<file path="src/rtl/mem_port_arbiter_if.sv">
// Requester and memory-side signal bundle for mem_port_arbiter.
// The slave modport is the arbiter's view; master is the surrounding core/memory.
interface mem_port_arbiter_if #(
    parameter int AW = 32
);
    logic          if_req;
    logic [AW-1:0] if_addr;
    logic          if_kill;
    logic          if_rvalid;
    logic [31:0]   if_rdata;

    logic          d_req;
    logic          d_we;
    logic [3:0]    d_be;
    logic [AW-1:0] d_addr;
    logic [31:0]   d_wdata;
    logic          d_rvalid;
    logic [31:0]   d_rdata;

    logic          m_req;
    logic          m_we;
    logic [3:0]    m_be;
    logic [AW-1:0] m_addr;
    logic [31:0]   m_wdata;
    logic          m_gnt;
    logic          m_rvalid;
    logic [31:0]   m_rdata;

    modport slave (
        input  if_req, if_addr, if_kill,
        input  d_req, d_we, d_be, d_addr, d_wdata,
        input  m_gnt, m_rvalid, m_rdata,
        output if_rvalid, if_rdata, d_rvalid, d_rdata,
        output m_req, m_we, m_be, m_addr, m_wdata
    );

    modport master (
        output if_req, if_addr, if_kill,
        output d_req, d_we, d_be, d_addr, d_wdata,
        output m_gnt, m_rvalid, m_rdata,
        input  if_rvalid, if_rdata, d_rvalid, d_rdata,
        input  m_req, m_we, m_be, m_addr, m_wdata
    );
endinterface

</file>
<file path="src/rtl/mem_port_arbiter.sv">
// Single-outstanding arbiter sharing one memory port between instruction fetch
// and data accesses; data has priority, fetch is protected by a streak limit.
module mem_port_arbiter #(
    parameter int AW           = 32,
    parameter int MAX_D_STREAK = 4
) (
    input  logic                clk,
    input  logic                reset_n,
    mem_port_arbiter_if.slave   bus,
    output logic                busy
);
    localparam int SW = $clog2(MAX_D_STREAK + 1);

    typedef enum logic [1:0] {S_IDLE, S_REQ, S_WAIT} state_t;

    state_t        r_state;
    logic          r_owner_d;
    logic          r_drop;
    logic [SW-1:0] r_d_streak;
    logic          r_m_req;
    logic          r_m_we;
    logic [3:0]    r_m_be;
    logic [AW-1:0] r_m_addr;
    logic [31:0]   r_m_wdata;

    logic w_if_cand, w_streak_full, w_grant_if, w_grant_d, w_done;

    // A fetch killed in the same IDLE cycle is not a candidate at all.
    assign w_if_cand     = bus.if_req && !bus.if_kill;
    assign w_streak_full = (r_d_streak == SW'(MAX_D_STREAK));
    assign w_grant_if    = w_if_cand && (!bus.d_req || w_streak_full);
    assign w_grant_d     = bus.d_req && !w_grant_if;
    assign w_done        = (r_state == S_WAIT) && bus.m_rvalid;

    always_ff @(posedge clk or negedge reset_n) begin
        if (!reset_n) begin
            r_state    <= S_IDLE;
            r_owner_d  <= 1'b0;
            r_drop     <= 1'b0;
            r_d_streak <= '0;
            r_m_req    <= 1'b0;
            r_m_we     <= 1'b0;
            r_m_be     <= 4'b0000;
            r_m_addr   <= '0;
            r_m_wdata  <= '0;
        end else begin
            case (r_state)
                S_IDLE: begin
                    r_drop <= 1'b0;
                    if (w_grant_if) begin
                        r_owner_d  <= 1'b0;
                        r_m_req    <= 1'b1;
                        r_m_we     <= 1'b0;
                        r_m_be     <= 4'b1111;
                        r_m_addr   <= bus.if_addr;
                        r_m_wdata  <= '0;
                        r_d_streak <= '0;
                        r_state    <= S_REQ;
                    end else if (w_grant_d) begin
                        r_owner_d <= 1'b1;
                        r_m_req   <= 1'b1;
                        r_m_we    <= bus.d_we;
                        r_m_be    <= bus.d_we ? bus.d_be : 4'b1111;
                        r_m_addr  <= bus.d_addr;
                        r_m_wdata <= bus.d_wdata;
                        r_state   <= S_REQ;
                        if (!bus.if_req)
                            r_d_streak <= '0;
                        else if (!w_streak_full)
                            r_d_streak <= r_d_streak + SW'(1);
                    end else if (!bus.if_req) begin
                        r_d_streak <= '0;
                    end
                end
                S_REQ: begin
                    if (!r_owner_d && bus.if_kill)
                        r_drop <= 1'b1;
                    if (bus.m_gnt) begin
                        r_m_req <= 1'b0;
                        r_state <= S_WAIT;
                    end
                end
                S_WAIT: begin
                    if (bus.m_rvalid) begin
                        r_drop  <= 1'b0;
                        r_state <= S_IDLE;
                    end else if (!r_owner_d && bus.if_kill) begin
                        r_drop <= 1'b1;
                    end
                end
                default: r_state <= S_IDLE;
            endcase
        end
    end

    assign bus.m_req   = r_m_req;
    assign bus.m_we    = r_m_we;
    assign bus.m_be    = r_m_be;
    assign bus.m_addr  = r_m_addr;
    assign bus.m_wdata = r_m_wdata;

    // A kill arriving with the response itself must also suppress it.
    assign bus.if_rvalid = w_done && !r_owner_d && !r_drop && !bus.if_kill;
    assign bus.if_rdata  = bus.m_rdata;
    assign bus.d_rvalid  = w_done && r_owner_d;
    assign bus.d_rdata   = bus.m_rdata;

    assign busy = (r_state != S_IDLE);
endmodule

</file>
<file path="src/flat_wrapper.sv">
// flat-port wrapper written by rule: the top's interface ports become plain ports
module mem_port_arbiter_flat 
#(
    parameter int AW           = 32,
    parameter int MAX_D_STREAK = 4
)
  (clk, reset_n, busy, bus_if_req, bus_if_addr, bus_if_kill, bus_d_req, bus_d_we, bus_d_be, bus_d_addr, bus_d_wdata, bus_m_gnt, bus_m_rvalid, bus_m_rdata, bus_if_rvalid, bus_if_rdata, bus_d_rvalid, bus_d_rdata, bus_m_req, bus_m_we, bus_m_be, bus_m_addr, bus_m_wdata);
  mem_port_arbiter_if #(.AW(AW)) bus_i ();
  input  logic clk;
  input  logic reset_n;
  output logic busy;
  input wire logic [$bits(bus_i.if_req)-1:0] bus_if_req;
  input wire logic [$bits(bus_i.if_addr)-1:0] bus_if_addr;
  input wire logic [$bits(bus_i.if_kill)-1:0] bus_if_kill;
  input wire logic [$bits(bus_i.d_req)-1:0] bus_d_req;
  input wire logic [$bits(bus_i.d_we)-1:0] bus_d_we;
  input wire logic [$bits(bus_i.d_be)-1:0] bus_d_be;
  input wire logic [$bits(bus_i.d_addr)-1:0] bus_d_addr;
  input wire logic [$bits(bus_i.d_wdata)-1:0] bus_d_wdata;
  input wire logic [$bits(bus_i.m_gnt)-1:0] bus_m_gnt;
  input wire logic [$bits(bus_i.m_rvalid)-1:0] bus_m_rvalid;
  input wire logic [$bits(bus_i.m_rdata)-1:0] bus_m_rdata;
  output wire logic [$bits(bus_i.if_rvalid)-1:0] bus_if_rvalid;
  output wire logic [$bits(bus_i.if_rdata)-1:0] bus_if_rdata;
  output wire logic [$bits(bus_i.d_rvalid)-1:0] bus_d_rvalid;
  output wire logic [$bits(bus_i.d_rdata)-1:0] bus_d_rdata;
  output wire logic [$bits(bus_i.m_req)-1:0] bus_m_req;
  output wire logic [$bits(bus_i.m_we)-1:0] bus_m_we;
  output wire logic [$bits(bus_i.m_be)-1:0] bus_m_be;
  output wire logic [$bits(bus_i.m_addr)-1:0] bus_m_addr;
  output wire logic [$bits(bus_i.m_wdata)-1:0] bus_m_wdata;
  assign bus_i.if_req = bus_if_req;
  assign bus_i.if_addr = bus_if_addr;
  assign bus_i.if_kill = bus_if_kill;
  assign bus_i.d_req = bus_d_req;
  assign bus_i.d_we = bus_d_we;
  assign bus_i.d_be = bus_d_be;
  assign bus_i.d_addr = bus_d_addr;
  assign bus_i.d_wdata = bus_d_wdata;
  assign bus_i.m_gnt = bus_m_gnt;
  assign bus_i.m_rvalid = bus_m_rvalid;
  assign bus_i.m_rdata = bus_m_rdata;
  assign bus_if_rvalid = bus_i.if_rvalid;
  assign bus_if_rdata = bus_i.if_rdata;
  assign bus_d_rvalid = bus_i.d_rvalid;
  assign bus_d_rdata = bus_i.d_rdata;
  assign bus_m_req = bus_i.m_req;
  assign bus_m_we = bus_i.m_we;
  assign bus_m_be = bus_i.m_be;
  assign bus_m_addr = bus_i.m_addr;
  assign bus_m_wdata = bus_i.m_wdata;
  mem_port_arbiter #(.AW(AW), .MAX_D_STREAK(MAX_D_STREAK)) u_core (.clk(clk), .reset_n(reset_n), .bus(bus_i), .busy(busy));
endmodule
</file>
<file path="config.mk">
export PLATFORM = sky130hd
export DESIGN_NAME = mem_port_arbiter_flat
export DESIGN_NICKNAME = d
export VERILOG_FILES = /design/src/rtl/mem_port_arbiter_if.sv /design/src/rtl/mem_port_arbiter.sv /design/src/flat_wrapper.sv
export SDC_FILE = /design/constraint.sdc
export NUM_CORES = 1
export LEC_CHECK = 0
export CAP_MARGIN = 20
export CORE_MARGIN = 2
export CORE_UTILIZATION = 35
export DETAILED_ROUTE_END_ITERATION = 16
export PLACE_DENSITY = 0.82
export REMOVE_ABC_BUFFERS = 1
export SLEW_MARGIN = 40
export SYNTH_ARGS = -nofsm -noshare
export SYNTH_HDL_FRONTEND = slang
export SYNTH_SLANG_ARGS = --single-unit
export TNS_END_PERCENT = 10
</file>
<file path="constraint.sdc">
create_clock -name clk -period 2.1 [get_ports clk]
set_input_delay 0.21 -clock clk [delete_from_list [all_inputs] [get_ports clk]]
set_output_delay 0.21 -clock clk [all_outputs]
set_load 0.005 [all_outputs]
</file>
==> out/metrics.yaml, run 1 <==
skew_ps: 9.628
fmax_ghz: 0.5134
ys_warn_count: 0
hold_path_class: "primary input to flip-flop"
clkTransAtPathRegs_ps: 80
synth-simple-area-share_pct: 10.27
hold_start: "bus_d_addr[16]"
first_global_vias: 3279
layout.nets: 655
setup_ws_ps: 152.2
place_congestion: 0.7620
first_pass_iters: 5
synth.mux.area_fraction_pct: 0.2926
synth_ff_type: "dfrtp_1"
cts.path.max_buffers: 2
postSynthAreaPerCell_sq_um: 9.818
drv_cap: 0
routedWlPerCell_um: 19.25
crit_fanout: 4
antenna_found_initial: 0
yosys-top-cells-area: "dfrtp_1 (50%), buf_4 (13%), a21oi_1 (8.7%), a22o_1 (7.3%), nand2_1 (4.2%)"
r2r_cells: 7
critPathKind: "flip-flop to output port"
min_to: "u_core.bus.m_addr[16]$_DFFE_PN0P_"
final_hold_viol_count: 0
die_h_um: 108.9
r2r_end: "u_core.bus.m_addr[25]$_DFFE_PN0P_"
drtIter0Drc: 238
powerDensity_nw_per_um2: 1302
status: "finished, final reports clean"
post-route-period-util_pct: 92.75
power.total_mw: 7.195
htreeDepth: 3
synth.yosys.seq_area_share_pct: 50.07
ys_ff_latch: 77
tightest_slew_ps: 704.5
rsz0062_at_grt: "false"
cp.required_ps: 1890
dp_slack_ps: 48.45
synth_top_family_by_area: "compound AO/OA/AOI/OAI gates"
synth_common_cells: "dfrtp_1 (77), buf_4 (69), a21oi_1 (67), nand2_1 (43), nor2_1 (43)"
synth-edff-count: 0
ys_types: 29
synthesis.area_sq_um: 3849
clkLatencyLatePin_ps: 340
drv_slew: 0
dpl.hpwl_mm: 9.418
num_antenna_cells: 0
grtUsageTotal_pct: 20.54
r2r_start: "u_core.r_state[1]$_DFFE_PN0P_"
overflow: 0
hold_depth: 3
ir_worst_vdd_mv: 0.6060
critPathCaptureType: "output port"
multi_input_area_sq_um: 1247
core_area_sq_um: 10790
syn2layout_area_growth_pct: 43.63
initial_core_util_pct: 35.66
layout_min_cycle_time_ps: 1948
setup_violations: 0
place_area_sq_um: 5286
routed_wl_mm: 12.57
grt_max_degree: 78
drc: 0
fin_cells: 653
drive_gt1_share_pct: 6.823
slew_headroom_pct: 52.86
route.vias.total: 3284
worstPathArrival_ps: 1740
synth-async-reset-ratio_pct: 100.0
grt_pass1_wl_mm: 17.89
dieArea_sq_um: 11850
synth_compound_area_share_pct: 19.51
avgViaCountPerCell: 5.029
ioPinCount: 277
cts_tree: "built"
clockRootBuffer: "clkbuf_8"
antenna_left: 0
hold_slack_ps: 402.6
fillers: 931
cts.sinks: 77
synth.most_common_cell: "dfrtp_1"
cts-buffers-inserted: 9
post-place-cells: 636
rows: 38
synthCells: 392
synth_top_area_cell: "dfrtp_1"
synthAdderAreaFrac_pct: 2.276
regToRegSetupSlack_ps: 300
die_w_um: 108.9
worst_setup_path_start_kind: "flip-flop"
fin_area_sq_um: 5528
yosys.area_share.xor_xnor_pct: 0
portBuffers: 180
synth_top_area_share_pct: 50.07
leakage_nw: 2.399
seqCellArea_sq_um: 1927
==> how the worst max path moves through the flow <==
stage,startpoint,endpoint,slack (ps),cells past startpoint
final,u_core.r_state[0]$_DFFE_PN0P_,bus_d_rvalid,150,4
after global placement,bus_if_kill,u_core.bus.m_addr[11]$_DFFE_PN0P_,80,6
after CTS,u_core.r_state[0]$_DFFE_PN0P_,bus_d_rvalid,130,4
after global routing,u_core.r_state[0]$_DFFE_PN0P_,bus_d_rvalid,90,4
after detailed placement,bus_if_kill,u_core.bus.m_addr[25]$_DFFE_PN0P_,50,6
after floorplan,u_core.r_d_streak[0]$_DFFE_PN0P_,u_core.bus.m_wdata[0]$_DFFE_PN0P_,-450,6
==> layout by cell type (no fill, tap or decap) <==
master,n
a211oi_1,1
a21boi_2,1
a21o_1,1
a21oi_1,67
a22o_1,32
a31oi_1,7
and3_1,1
buf_12,2
buf_4,8
buf_6,1
bufinv_16,2
clkbuf_8,11
clkdlybuf4s50_1,178
clkinv_2,1
clkinvlp_4,1
dfrtp_1,77
dlygate4sd2_1,1
dlygate4sd3_1,1
ha_1,7
inv_1,9
inv_6,1
mux2_2,1
nand2_1,43
nand2b_1,2
nand3_1,1
nor2_1,43
nor2_4,1
nor2b_2,1
nor2b_4,1
nor4_1,1
o211ai_2,1
o21a_1,1
o21ai_0,4
o21ai_4,1
o2bb2ai_1,1
or3_4,1
==> report_power, final <==
| group | switching, mW | leakage [nW] | internal [mW] | total [mW] |
|---|---|---|---|---|
| sequential | 0.427 | 0.909 | 2.18 | 2.61 |
| clock | 0.546 | 0.116 | 0.737 | 1.28 |
| combinational | 1.32 | 1.37 | 1.99 | 3.30 |
| total | 2.29 | 2.40 | 4.90 | 7.19 |
==> registers in the layout, summed over array words and instances (netlist names) <==
| name | flops |
|---|---|
| u_core.r_owner_d | 1 |
| u_core.bus.m_addr | 32 |
| u_core.bus.m_be | 4 |
| u_core.bus.m_we | 1 |
| u_core.r_drop | 1 |
| u_core.bus.m_req | 1 |
| u_core.bus.m_wdata | 32 |
| u_core.r_state | 2 |
| u_core.r_d_streak | 3 |
==> cell families (layout without fill, tap and decap cells) <==
logic type / after synthesis / after routing
AOI/OAI and AO/OA: 117 / 117
DFF: 77 / 77
and+or+nand+nor: 95 / 95
muxes: 1 / 1
adders and majority gates: 7 / 7
buffers and inverters: 95 / 216
==> metrics by stage <==
stage / utilization, % / setup TNS [ps]
after floorplan: - / -20720
after global placement: 48.95 / 0
after detailed placement: 48.98 / 0
after CTS: 51.22 / 0
after global routing: 51.22 / 0
final: 51.22 / 0
==> routing by layer <==
| metal | GRT usage [%] | wire length, um |
|---|---|---|
| met1 | 23.16 | 4944 |
| met2 | 28.70 | 5145 |
| met3 | 15.66 | 2188 |
| met4 | 6.685 | 158 |
| met5 | 11.61 | 137 |
==> worst max-delay path, stage by stage, from the launching register on <==
cell and delay (ps):
dfrtp_1 420, inv_1 130, ha_1 200, and3_1 160, clkdlybuf4s50_1 500
==> timing repair <==
| action | CTS | global route |
|---|---|---|
| buffers inserted | 0 | 0 |
| gates resized for setup | 1 | 0 |
| endpoints found under the hold margin | 77 | 0 |
| setup endpoints to repair | 1 | 0 |
| hold buffers | 1 | 0 |
==> layout make-up <==
| cell class | instances | area share [%] |
|---|---|---|
| inverter | 9 | 0.6111 |
| sequential | 77 | 34.86 |
| timing repair buffer | 191 | 34.59 |
| clock buffer | 11 | 2.739 |
| clock inverter | 5 | 1.471 |
| multi-input combinational | 220 | 22.57 |
| tap | 140 | 3.169 |
(Power assumes the default switching activity.)
==> run 2: changes to the inputs <==
--- a/config.mk
+++ b/config.mk
@@ -5,6 +5,7 @@
 export SDC_FILE = /design/constraint.sdc
 export NUM_CORES = 1
 export LEC_CHECK = 0
+export ABC_CLOCK_PERIOD_IN_PS = 2100
 export CAP_MARGIN = 20
 export CORE_MARGIN = 2
 export CORE_UTILIZATION = 35
==> results of run 2 <==
Final layout, timing and power as in run 1 (identical DEF).
==> run 3: changes to the inputs <==
--- a/config.mk
+++ b/config.mk
@@ -10,6 +10,7 @@
 export CORE_MARGIN = 2
 export CORE_UTILIZATION = 35
 export DETAILED_ROUTE_END_ITERATION = 16
+export GPL_ROUTABILITY_DRIVEN = 1
 export PLACE_DENSITY = 0.82
 export REMOVE_ABC_BUFFERS = 1
 export SLEW_MARGIN = 40
==> results of run 3 <==
Final layout, timing and power as in run 1 (identical DEF).
